[src/rtl/regfile_wport_arbiter_if.sv]
// rtl/regfile_wport_arbiter_if.sv - bus bundle between writeback/IO and the register file write port
//
// Groups the core writeback request, the IO/debug write handshake and the
// registered register-file write outputs.
//   master : environment side (core writeback, IO requester, register file)
//   slave  : arbiter side
interface regfile_wport_arbiter_if #(
  parameter int FIFO_DEPTH = 4
);
  localparam int CW = $clog2(FIFO_DEPTH) + 1;

  logic          core_we;
  logic [4:0]    core_waddr;
  logic [31:0]   core_wdata;
  logic          io_valid;
  logic [4:0]    io_addr;
  logic [31:0]   io_data;
  logic          io_ready;
  logic          rf_we;
  logic [4:0]    rf_waddr;
  logic [31:0]   rf_wdata;
  logic          core_stall;
  logic [CW-1:0] fifo_count;

  modport master (
    output core_we, core_waddr, core_wdata,
    output io_valid, io_addr, io_data,
    input  io_ready,
    input  rf_we, rf_waddr, rf_wdata,
    input  core_stall, fifo_count
  );

  modport slave (
    input  core_we, core_waddr, core_wdata,
    input  io_valid, io_addr, io_data,
    output io_ready,
    output rf_we, rf_waddr, rf_wdata,
    output core_stall, fifo_count
  );
endinterface

[src/rtl/regfile_wport_arbiter.sv]
// rtl/regfile_wport_arbiter.sv - register file write-port arbiter, core priority with buffered IO writes
//
// regfile_wport_fifo : small circular buffer for pending IO writes.
//   clk, reset(active-low async), push/push_data, pop/head_data, count, full, empty.
// regfile_wport_arbiter : top.
//   clk, reset(active-low async), bus (slave modport of regfile_wport_arbiter_if).
//   Core writes win whenever effective; IO writes drain from the FIFO otherwise.
//   A starvation counter forces a one-cycle core stall so queued IO writes progress.

module regfile_wport_fifo #(
  parameter int DEPTH = 4,
  parameter int WIDTH = 37,
  parameter int AW    = $clog2(DEPTH),
  parameter int CW    = AW + 1
) (
  input  logic             clk,
  input  logic             reset,
  input  logic             push,
  input  logic [WIDTH-1:0] push_data,
  input  logic             pop,
  output logic [WIDTH-1:0] head_data,
  output logic [CW-1:0]    count,
  output logic             full,
  output logic             empty
);
  localparam logic [CW-1:0] DEPTH_C = CW'(DEPTH);

  logic [WIDTH-1:0] mem [DEPTH];
  logic [AW-1:0]    wr_ptr;
  logic [AW-1:0]    rd_ptr;
  logic [CW-1:0]    cnt;

  // Pointers are exactly log2(DEPTH) bits, so incrementing wraps modulo DEPTH.
  always_ff @(posedge clk or negedge reset) begin
    if (!reset) begin
      wr_ptr <= '0;
      rd_ptr <= '0;
      cnt    <= '0;
    end else begin
      if (push) wr_ptr <= wr_ptr + 1'b1;
      if (pop)  rd_ptr <= rd_ptr + 1'b1;
      case ({push, pop})
        2'b10:   cnt <= cnt + 1'b1;
        2'b01:   cnt <= cnt - 1'b1;
        default: cnt <= cnt;
      endcase
    end
  end

  // Storage needs no reset: a flush only has to clear the pointers and count.
  always_ff @(posedge clk) begin
    if (push) mem[wr_ptr] <= push_data;
  end

  assign head_data = mem[rd_ptr];
  assign count     = cnt;
  assign full      = (cnt == DEPTH_C);
  assign empty     = (cnt == '0);
endmodule

module regfile_wport_arbiter #(
  parameter int FIFO_DEPTH   = 4,
  parameter int STARVE_LIMIT = 8
) (
  input  logic                    clk,
  input  logic                    reset,
  regfile_wport_arbiter_if.slave  bus
);
  localparam int CW = $clog2(FIFO_DEPTH) + 1;
  localparam int SW = $clog2(STARVE_LIMIT) + 1;
  localparam logic [SW-1:0] STARVE_LAST = SW'(STARVE_LIMIT - 1);

  typedef enum logic {
    ST_NORMAL = 1'b0,
    ST_FORCE  = 1'b1
  } state_t;

  state_t        state;
  state_t        state_nxt;
  logic [SW-1:0] starve_cnt;
  logic [SW-1:0] starve_nxt;

  logic          core_eff;
  logic          head_valid;
  logic          pop;
  logic          push;
  logic          fifo_full;
  logic          fifo_empty;
  logic [36:0]   head_data;
  logic [CW-1:0] fifo_cnt;

  logic          rf_we_q;
  logic [4:0]    rf_waddr_q;
  logic [31:0]   rf_wdata_q;

  // Core writes to x0 are dropped here, and core_we is ignored while stalled.
  assign core_eff   = bus.core_we && (bus.core_waddr != 5'd0) && (state == ST_NORMAL);
  assign head_valid = !fifo_empty;
  assign pop        = !core_eff && head_valid;

  // No bypass: a full FIFO refuses even when it pops this cycle. IO writes to
  // x0 still complete the handshake but are never stored.
  assign bus.io_ready = !fifo_full;
  assign push         = bus.io_valid && !fifo_full && (bus.io_addr != 5'd0);

  regfile_wport_fifo #(
    .DEPTH (FIFO_DEPTH),
    .WIDTH (37)
  ) u_fifo (
    .clk       (clk),
    .reset     (reset),
    .push      (push),
    .push_data ({bus.io_addr, bus.io_data}),
    .pop       (pop),
    .head_data (head_data),
    .count     (fifo_cnt),
    .full      (fifo_full),
    .empty     (fifo_empty)
  );

  always_ff @(posedge clk or negedge reset) begin
    if (!reset) begin
      state      <= ST_NORMAL;
      starve_cnt <= '0;
    end else begin
      state      <= state_nxt;
      starve_cnt <= starve_nxt;
    end
  end

  // Starvation only accrues while something waits and the core keeps winning.
  // The edge that would reach STARVE_LIMIT instead enters FORCE, which pops.
  always_comb begin
    state_nxt  = state;
    starve_nxt = starve_cnt;
    case (state)
      ST_NORMAL: begin
        if (!head_valid || pop) begin
          starve_nxt = '0;
        end else if (core_eff) begin
          if (starve_cnt == STARVE_LAST) begin
            starve_nxt = '0;
            state_nxt  = ST_FORCE;
          end else begin
            starve_nxt = starve_cnt + 1'b1;
          end
        end
      end
      ST_FORCE: begin
        starve_nxt = '0;
        state_nxt  = ST_NORMAL;
      end
      default: begin
        starve_nxt = '0;
        state_nxt  = ST_NORMAL;
      end
    endcase
  end

  // Address/data hold their last value when no one writes.
  always_ff @(posedge clk or negedge reset) begin
    if (!reset) begin
      rf_we_q    <= 1'b0;
      rf_waddr_q <= 5'd0;
      rf_wdata_q <= 32'd0;
    end else begin
      rf_we_q <= core_eff || pop;
      if (core_eff) begin
        rf_waddr_q <= bus.core_waddr;
        rf_wdata_q <= bus.core_wdata;
      end else if (pop) begin
        rf_waddr_q <= head_data[36:32];
        rf_wdata_q <= head_data[31:0];
      end
    end
  end

  assign bus.rf_we      = rf_we_q;
  assign bus.rf_waddr   = rf_waddr_q;
  assign bus.rf_wdata   = rf_wdata_q;
  assign bus.core_stall = (state == ST_FORCE);
  assign bus.fifo_count = fifo_cnt;
endmodule

[src/flat_wrapper.sv]
// flat-port wrapper written by rule: the top's interface ports become plain ports
module regfile_wport_arbiter_flat 
#(
  parameter int FIFO_DEPTH   = 4,
  parameter int STARVE_LIMIT = 8
)
  (clk, reset, bus_core_we, bus_core_waddr, bus_core_wdata, bus_io_valid, bus_io_addr, bus_io_data, bus_io_ready, bus_rf_we, bus_rf_waddr, bus_rf_wdata, bus_core_stall, bus_fifo_count);
  regfile_wport_arbiter_if #(.FIFO_DEPTH(FIFO_DEPTH)) bus_i ();
  input  logic clk;
  input  logic reset;
  input wire logic [$bits(bus_i.core_we)-1:0] bus_core_we;
  input wire logic [$bits(bus_i.core_waddr)-1:0] bus_core_waddr;
  input wire logic [$bits(bus_i.core_wdata)-1:0] bus_core_wdata;
  input wire logic [$bits(bus_i.io_valid)-1:0] bus_io_valid;
  input wire logic [$bits(bus_i.io_addr)-1:0] bus_io_addr;
  input wire logic [$bits(bus_i.io_data)-1:0] bus_io_data;
  output wire logic [$bits(bus_i.io_ready)-1:0] bus_io_ready;
  output wire logic [$bits(bus_i.rf_we)-1:0] bus_rf_we;
  output wire logic [$bits(bus_i.rf_waddr)-1:0] bus_rf_waddr;
  output wire logic [$bits(bus_i.rf_wdata)-1:0] bus_rf_wdata;
  output wire logic [$bits(bus_i.core_stall)-1:0] bus_core_stall;
  output wire logic [$bits(bus_i.fifo_count)-1:0] bus_fifo_count;
  assign bus_i.core_we = bus_core_we;
  assign bus_i.core_waddr = bus_core_waddr;
  assign bus_i.core_wdata = bus_core_wdata;
  assign bus_i.io_valid = bus_io_valid;
  assign bus_i.io_addr = bus_io_addr;
  assign bus_i.io_data = bus_io_data;
  assign bus_io_ready = bus_i.io_ready;
  assign bus_rf_we = bus_i.rf_we;
  assign bus_rf_waddr = bus_i.rf_waddr;
  assign bus_rf_wdata = bus_i.rf_wdata;
  assign bus_core_stall = bus_i.core_stall;
  assign bus_fifo_count = bus_i.fifo_count;
  regfile_wport_arbiter #(.FIFO_DEPTH(FIFO_DEPTH), .STARVE_LIMIT(STARVE_LIMIT)) u_core (.clk(clk), .reset(reset), .bus(bus_i));
endmodule
[config.mk]
export PLATFORM = sky130hd
export DESIGN_NAME = regfile_wport_arbiter_flat
export DESIGN_NICKNAME = d
export VERILOG_FILES = /design/src/rtl/regfile_wport_arbiter_if.sv /design/src/rtl/regfile_wport_arbiter.sv /design/src/flat_wrapper.sv
export SDC_FILE = /design/constraint.sdc
export NUM_CORES = 1
export LEC_CHECK = 0
export CAP_MARGIN = 40
export CORE_ASPECT_RATIO = 1.4
export CORE_MARGIN = 10
export CORE_UTILIZATION = 53
export CTS_CLUSTER_DIAMETER = 50
export CTS_CLUSTER_SIZE = 40
export DETAILED_ROUTE_END_ITERATION = 8
export HOLD_SLACK_MARGIN = 0.1
export PLACE_DENSITY = 0.79
export SLEW_MARGIN = 20
export SYNTH_ARGS = -nofsm -noshare
export SYNTH_HDL_FRONTEND = slang
export SYNTH_SLANG_ARGS = --single-unit
[constraint.sdc]
create_clock -name clk -period 2.8 [get_ports clk]
set_input_delay 0.7 -clock clk [delete_from_list [all_inputs] [get_ports clk]]
set_output_delay 0.7 -clock clk [all_outputs]
set_load 0.05 [all_outputs]
# ---- Word-level counts from Yosys, hierarchy flattened
# Memories as Yosys holds them, arrays and structs flattened.
# Cells that the tools add are included.
dict set report classes {
  n_bitwise 1
  addsub 5
  eq_ne 5
  mux 15
  n_reduce_logical 15
}
# op n
set ops {}
lappend ops {{$mux 32} 2}
lappend ops {{$mux 4} 3}
lappend ops {{$mux 5} 2}
lappend ops {{$reduce_bool 5->1} 2}
lappend ops {{$pmux 4 s2} 1}
lappend ops {{$pmux 3 s2} 1}
lappend ops {{$logic_and 1x1->1} 5}
lappend ops {{$mux 1} 5}
lappend ops {{$add 2x1->2 const B} 2}
lappend ops {{$add 4x1->4 const B} 1}
lappend ops {{$eq 4x3->1 const B} 1}
lappend ops {{$reduce_bool 2->1} 2}
lappend ops {{$add 3x1->3 const B} 1}
lappend ops {{$eq 3x3->1 const B} 1}
lappend ops {{$logic_not 1->1} 3}
lappend ops {{$logic_not 3->1} 1}
lappend ops {{$ne 3x2->1 const B} 1}
lappend ops {{$sub 3x1->3 const B} 1}
lappend ops {{$eq 2x1->1 const B} 1}
lappend ops {{$eq 2x2->1 const B} 1}
lappend ops {{$logic_or 1x1->1} 2}
lappend ops {{$pmux 1 s2} 1}
lappend ops {{$not 1->1} 1}
dict set report totals {
  mem_count 1
  out_inout_bits 43
  in_bits 78
  mem_bits_rw 148
  wordCells 50
  regBits 50
}
# name depth word_bits read_ports rd_ports_with_merged_regs wr line_no
set mem_list {}
lappend mem_list {u_core.u_fifo.mem 4 37 1 0 1 regfile_wport_arbiter.sv:28} ;# logic [WIDTH-1:0] mem [DEPTH];

# ---- Depth between registers and ports, before layout
# Gate-level depths: netlist of the first run.
dict set report depth {
  word_depth 8
  depth_mapped 10
  ltp_nobuf 10
}

# ---- By module
# A second synthesis of the first run with hierarchy kept.
dict set report unflattened {
  cells_unflattened 383
  hier_area_um2 7831.3
}
# mod area_each_um2 seq_area_each_um2 instances cells_each
set modules_own_cells {}
lappend modules_own_cells {regfile_wport_fifo 5728.0 4619.4 1 230}
lappend modules_own_cells {regfile_wport_arbiter 2103.3 1076.0 1 153}

# ---- Worst setup path before layout of the first run
# No wires, ideal clock.
dict set report synth_path {
  path_kind {reg-to-reg}
  from {reg u_core.u_fifo.cnt[0] (netlist: u_core.u_fifo.count[0])}
  to {mem u_core.u_fifo.mem[0][0] (enable)}
  stages_incl_launch_ff 5
  arrival_ns 2.511
  n_path_buf 0
  setup_ns 0.398
  required_time_ns 2.402
  synth_period_minus_slack_ns 2.909
  slack_ns -0.109
  cell_sequence {dfrtp_1 > inv_1 > nand3_1 > o211a_1 > and2_1}
}
dict set report synth_between {
  elab_chain_len 6
}
# element line_no
set synth_lines {}
lappend synth_lines {{start, declared} regfile_wport_arbiter.sv:31} ;# logic [CW-1:0] cnt;
lappend synth_lines {{start signal, assigned} regfile_wport_arbiter.sv:43} ;# 2'b10: cnt <= cnt + 1'b1;
lappend synth_lines {{start signal, assigned} regfile_wport_arbiter.sv:44} ;# 2'b01: cnt <= cnt - 1'b1;
lappend synth_lines {{start signal, assigned} regfile_wport_arbiter.sv:45} ;# default: cnt <= cnt;
lappend synth_lines {{$eq 3x3->1} regfile_wport_arbiter.sv:57} ;# assign full = (cnt == DEPTH_C);
lappend synth_lines {{$logic_not 1->1} -}
lappend synth_lines {{named net bus_io_ready} flat_wrapper.sv:17} ;# output wire logic [$bits(bus_i.io_ready)-1:0] bus_io_ready;
lappend synth_lines {{$logic_and 1x1->1 (2 in a row)} regfile_wport_arbiter.sv:104} ;# assign push = bus.io_valid && !fifo_full && (bus.io_addr != 5'd0);
lappend synth_lines {{$mux 1} regfile_wport_arbiter.sv:52} ;# if (push) mem[wr_ptr] <= push_data;
lappend synth_lines {{$mux 1 (not written as such)} regfile_wport_arbiter.sv:52}
lappend synth_lines {{end, declared} regfile_wport_arbiter.sv:28}
# The timed path passes the listed nets, and every way through them passes these cells.

# ---- Worst setup path in the final report of the first run
dict set report layout_path {
  from {in bus_core_waddr[2]}
  to {reg u_core.u_fifo.cnt[2] (netlist: u_core.u_fifo.count[2])}
}
dict set report layout_between {
  elab_chain_len 7
  elab_cells_between_ends 9
  classes_between {eq/ne (2); mux (1); reduce/logical (6)}
}
# element line_no
set layout_lines {}
lappend layout_lines {{start, declared} flat_wrapper.sv:12} ;# input wire logic [$bits(bus_i.core_waddr)-1:0] bus_core_waddr;
lappend layout_lines {{$reduce_bool 5->1 *} regfile_wport_arbiter.sv:97} ;# assign core_eff = bus.core_we && (bus.core_waddr != 5'd0) && (state == ST_NORMAL);
lappend layout_lines {{$logic_and 1x1->1 * (2 in a row)} regfile_wport_arbiter.sv:97}
lappend layout_lines {{$logic_not 1->1 *} regfile_wport_arbiter.sv:99} ;# assign pop = !core_eff && head_valid;
lappend layout_lines {{$logic_and 1x1->1 *} regfile_wport_arbiter.sv:99}
lappend layout_lines {{named net u_core.pop} regfile_wport_arbiter.sv:85} ;# logic pop;
lappend layout_lines {{$eq 2x1->1 or $eq 2x2->1 (tied branches)} regfile_wport_arbiter.sv:42} ;# case ({push, pop})
lappend layout_lines {{$pmux 3 s2 or $reduce_bool 2->1 (tied branches)} -}
# The timed path passes the listed nets; every way through them passes the cells marked *.
# A chain may end at the register's enable or synchronous reset.

==> results.md, run 1 <==
- # setup viols final: 0
- Register Area: 5700 µm²
- Unrepaired setup endpoints after global routing: false
- Vias in the first global route: 4,758
- Core area: 14,000 µm²
- Min cycle time layout: 2.69 ns
- DP Worst Slack: -0.404 ns
- Finished Cell Area: 9840 µm²
- Slew HR: 0.454
- TritonCTS clock tree: built
- Final Max Tran Viols: 0
- DP Wirelength: 11,300 µm
- Clock Root Buffer: clkbuf_16
- Final worst-path cycle share: 0.962
- DIE HEIGHT: 162 µm
- Sequential share of the synthesized area: 0.745
- Initial antenna violation count: 1
- Fill count: 911
- Status: finished, final reports clean
- Post-Syn Nets: 538
- Fin nets: 677
- Setup crit start kind: input port
- Hold WC Path Type: input port to async pin
- CTS H-tree lvls: 4
- Lkg Pwr: 3.54 nW
- Most frequent cells in the layout: edfxtp_1 (148), clkdlybuf4s50_1 (116), nand2_1 (74), dfrtp_1 (48)
- Inst Count DP: 758
- Site row count: 51
- Largest net degree at the start of global routing: 82
- Synthesized area: 7640 µm²
- Post-Route Utilization: 0.701
- Most common cell after layout, fill and taps aside: edfxtp_1
- Power Density: 1050 nW/µm²
- Violation count after the first detailed-route iteration: 331
- Drt wl/cell: 21.0 µm
- Non-Filler Instances: 791
- #FFs+latches synth: 198
- Slew @ Worst Pin: 0.819 ns
- Placed Area: 9250 µm²
- Total die area: 19,700 µm²
- First-pass GRT wire length: 25,900 µm
- Synth Instances: 453
- Final Hold Fails: 0
- Initial Utilization: 0.544
- Drt pass-1 iters: 4
- Worst-path clk slew: 0.07 ns
- CP arrival: 3.04 ns
- Worst Path Class, Setup: input port to flip-flop
- # IOs: 121
- Reg2reg setup slack: 0.69 ns
- Syn avg cell area: 16.9 µm²
- Worst Path Required: 3.15 ns
- Max clock buf depth: 2
- PortBufs: 120
- Worst Setup End Kind: flip-flop
- Setup ws final: 0.107 ns
- FF-to-FF Start: u_core.u_fifo.count[0]
- DIE WIDTH: 121 µm
- GRT Util Overall: 0.174
- Reg2Reg Capture Point: u_core.u_fifo.count[2]
- Layout cell share with drive strength beyond 1: 0.177
- Congestion Overflow GR: 0
- # DRC: 0
- Post-detailed-route count of antenna-violating nets: 0
- Worst-Skew Late Latency: 0.43 ns
- Multi-input gate area: 1840 µm²
- Final Skew: 0.00867 ns
- CTS sink cnt: 198
- Total number of vias: 4,353
- Max IR drop VDD: 579 µV
- Yosys warns: 0
- Netlist cell types: 28
- Synth-to-layout area growth: 28.8%
- Max cap viols: 0
- Crit Path Max Fanout: 2
- Reg2reg path depth: 10
- Max Freq: 0.371 GHz
- Final Wtd Congestion: 0.799
- CTS buffer count: 17
- Routed vias/inst: 5.50
- DRT Wirelength: 16,600 µm
logic make-up (layout without fill, tap and decap cells):
logic type / after synthesis / count (layout) / synth area share
xor gates and xnor gates: 7 / 7 / 0.00802
other: 0 / 1 / 0
adders and majority gates: 7 / 7 / 0.0124
AOI/OAI and AO/OA: 40 / 40 / 0.0340
DFF: 198 / 198 / 0.745
muxes: 39 / 39 / 0.112
and+or+nand+nor: 132 / 132 / 0.0707
buffers and inverters: 30 / 182 / 0.0178
worst max path at each step:
stage / from / endpoint / slack, ns
finish: bus_core_waddr[2] / u_core.u_fifo.count[2] / 0.11
detailed placement: bus_core_waddr[3] / u_core.u_fifo.count[2] / -0.40
floorplan: bus_core_waddr[0] / u_core.u_fifo.count[2] / 0.09
CTS: bus_core_waddr[3] / u_core.u_fifo.count[2] / 0.02
global route: bus_io_addr[3] / u_core.u_fifo.count[2] / 0.02
global placement: bus_core_waddr[0] / u_core.u_fifo.count[2] / -0.31
synth_stat cells:
cell | number | share of area
nor2_1 | 37 | 0.018
or3_1 | 1 | 0.00082
nor3b_1 | 1 | 0.00098
nor2b_1 | 1 | 0.00082
inv_1 | 6 | 0.0029
buf_4 | 2 | 0.0020
a21oi_1 | 1 | 0.00065
o21ai_2 | 1 | 0.0011
a31oi_1 | 35 | 0.029
edfxtp_1 | 148 | 0.58
nor4_1 | 2 | 0.0016
mux4_2 | 37 | 0.11
mux2i_1 | 1 | 0.0013
nor3_1 | 4 | 0.0026
dfrtp_1 | 50 | 0.16
xnor2_1 | 4 | 0.0046
a32oi_1 | 2 | 0.0023
buf_2 | 13 | 0.0085
fa_1 | 1 | 0.0026
or4_1 | 2 | 0.0020
clkbuf_1 | 9 | 0.0044
nand2_1 | 74 | 0.036
and2_1 | 5 | 0.0041
o211a_1 | 1 | 0.0013
xor2_1 | 3 | 0.0034
mux2_2 | 1 | 0.0015
nand3_1 | 5 | 0.0033
ha_1 | 6 | 0.0098
critical path: stages:
cell	delay, ns
clkdlybuf4s50_1	0.43
or4_4	0.51
o21ai_4	0.20
and2_4	0.18
ha_2	0.17
inv_1	0.05
fa_1	0.37
xor2_1	0.15
nor2_1	0.12
xor2_1	0.15
metal layers:
layer	routed length, µm	GRT usage	vias to the layer above
met5	0	0	-
met4	344	0.0690	0
met3	794	0.0399	22
met2	9080	0.308	129
met1	6410	0.197	2200
li1	-	-	2002
layout make-up:
| type | count | area share |
|---|---|---|
| antenna | 1 | 0.000254 |
| clock buffer | 18 | 0.0446 |
| clock inverter | 14 | 0.0141 |
| inverter | 6 | 0.00229 |
| multi-input combinational | 225 | 0.187 |
| sequential | 198 | 0.579 |
| tap | 185 | 0.0235 |
| timing repair buffer | 144 | 0.149 |
flip-flops by register name (all words and copies together) (netlist names):
register / cells
u_core.u_fifo.rd_ptr: 2
u_core.u_fifo.count: 3
u_core.bus.rf_we: 1
u_core.u_fifo.mem: 148
u_core.u_fifo.wr_ptr: 2
u_core.bus.rf_wdata: 32
u_core.bus.core_stall: 1
u_core.bus.rf_waddr: 5
u_core.starve_cnt: 4
what timing repair did:
item,in CTS,in global routing
hold buffers,0,0
gates resized for setup,0,6
buffers inserted,0,0
setup endpoints to repair,0,1
report_power, final:
part | total [mW] | internal (mW) | switching [mW]
Combinational | 3.70 | 1.56 | 2.14
Clock | 2.34 | 1.27 | 1.07
Sequential | 4.31 | 3.91 | 0.401
through the flow:
| stage | setup TNS [ns] | power (mW) | hold WS [ns] |
|---|---|---|---|
| floorplan | 0 | 6.73 | 0.404 |
| global placement | -2.38 | 8.00 | 0.453 |
| detailed placement | -6.74 | 8.13 | 0.492 |
| CTS | 0 | 10.5 | 0.195 |
| global route | 0 | 10.8 | 0.211 |
| finish | 0 | 10.4 | 0.198 |
Note: power is estimated with default switching activity, not from simulation.
==> run 2, diff against run 1 <==
Settings changed: GPL_ROUTABILITY_DRIVEN from default to 0.
==> results of run 2 <==
No change in the layout: final DEF, timing and power equal those of run 1.
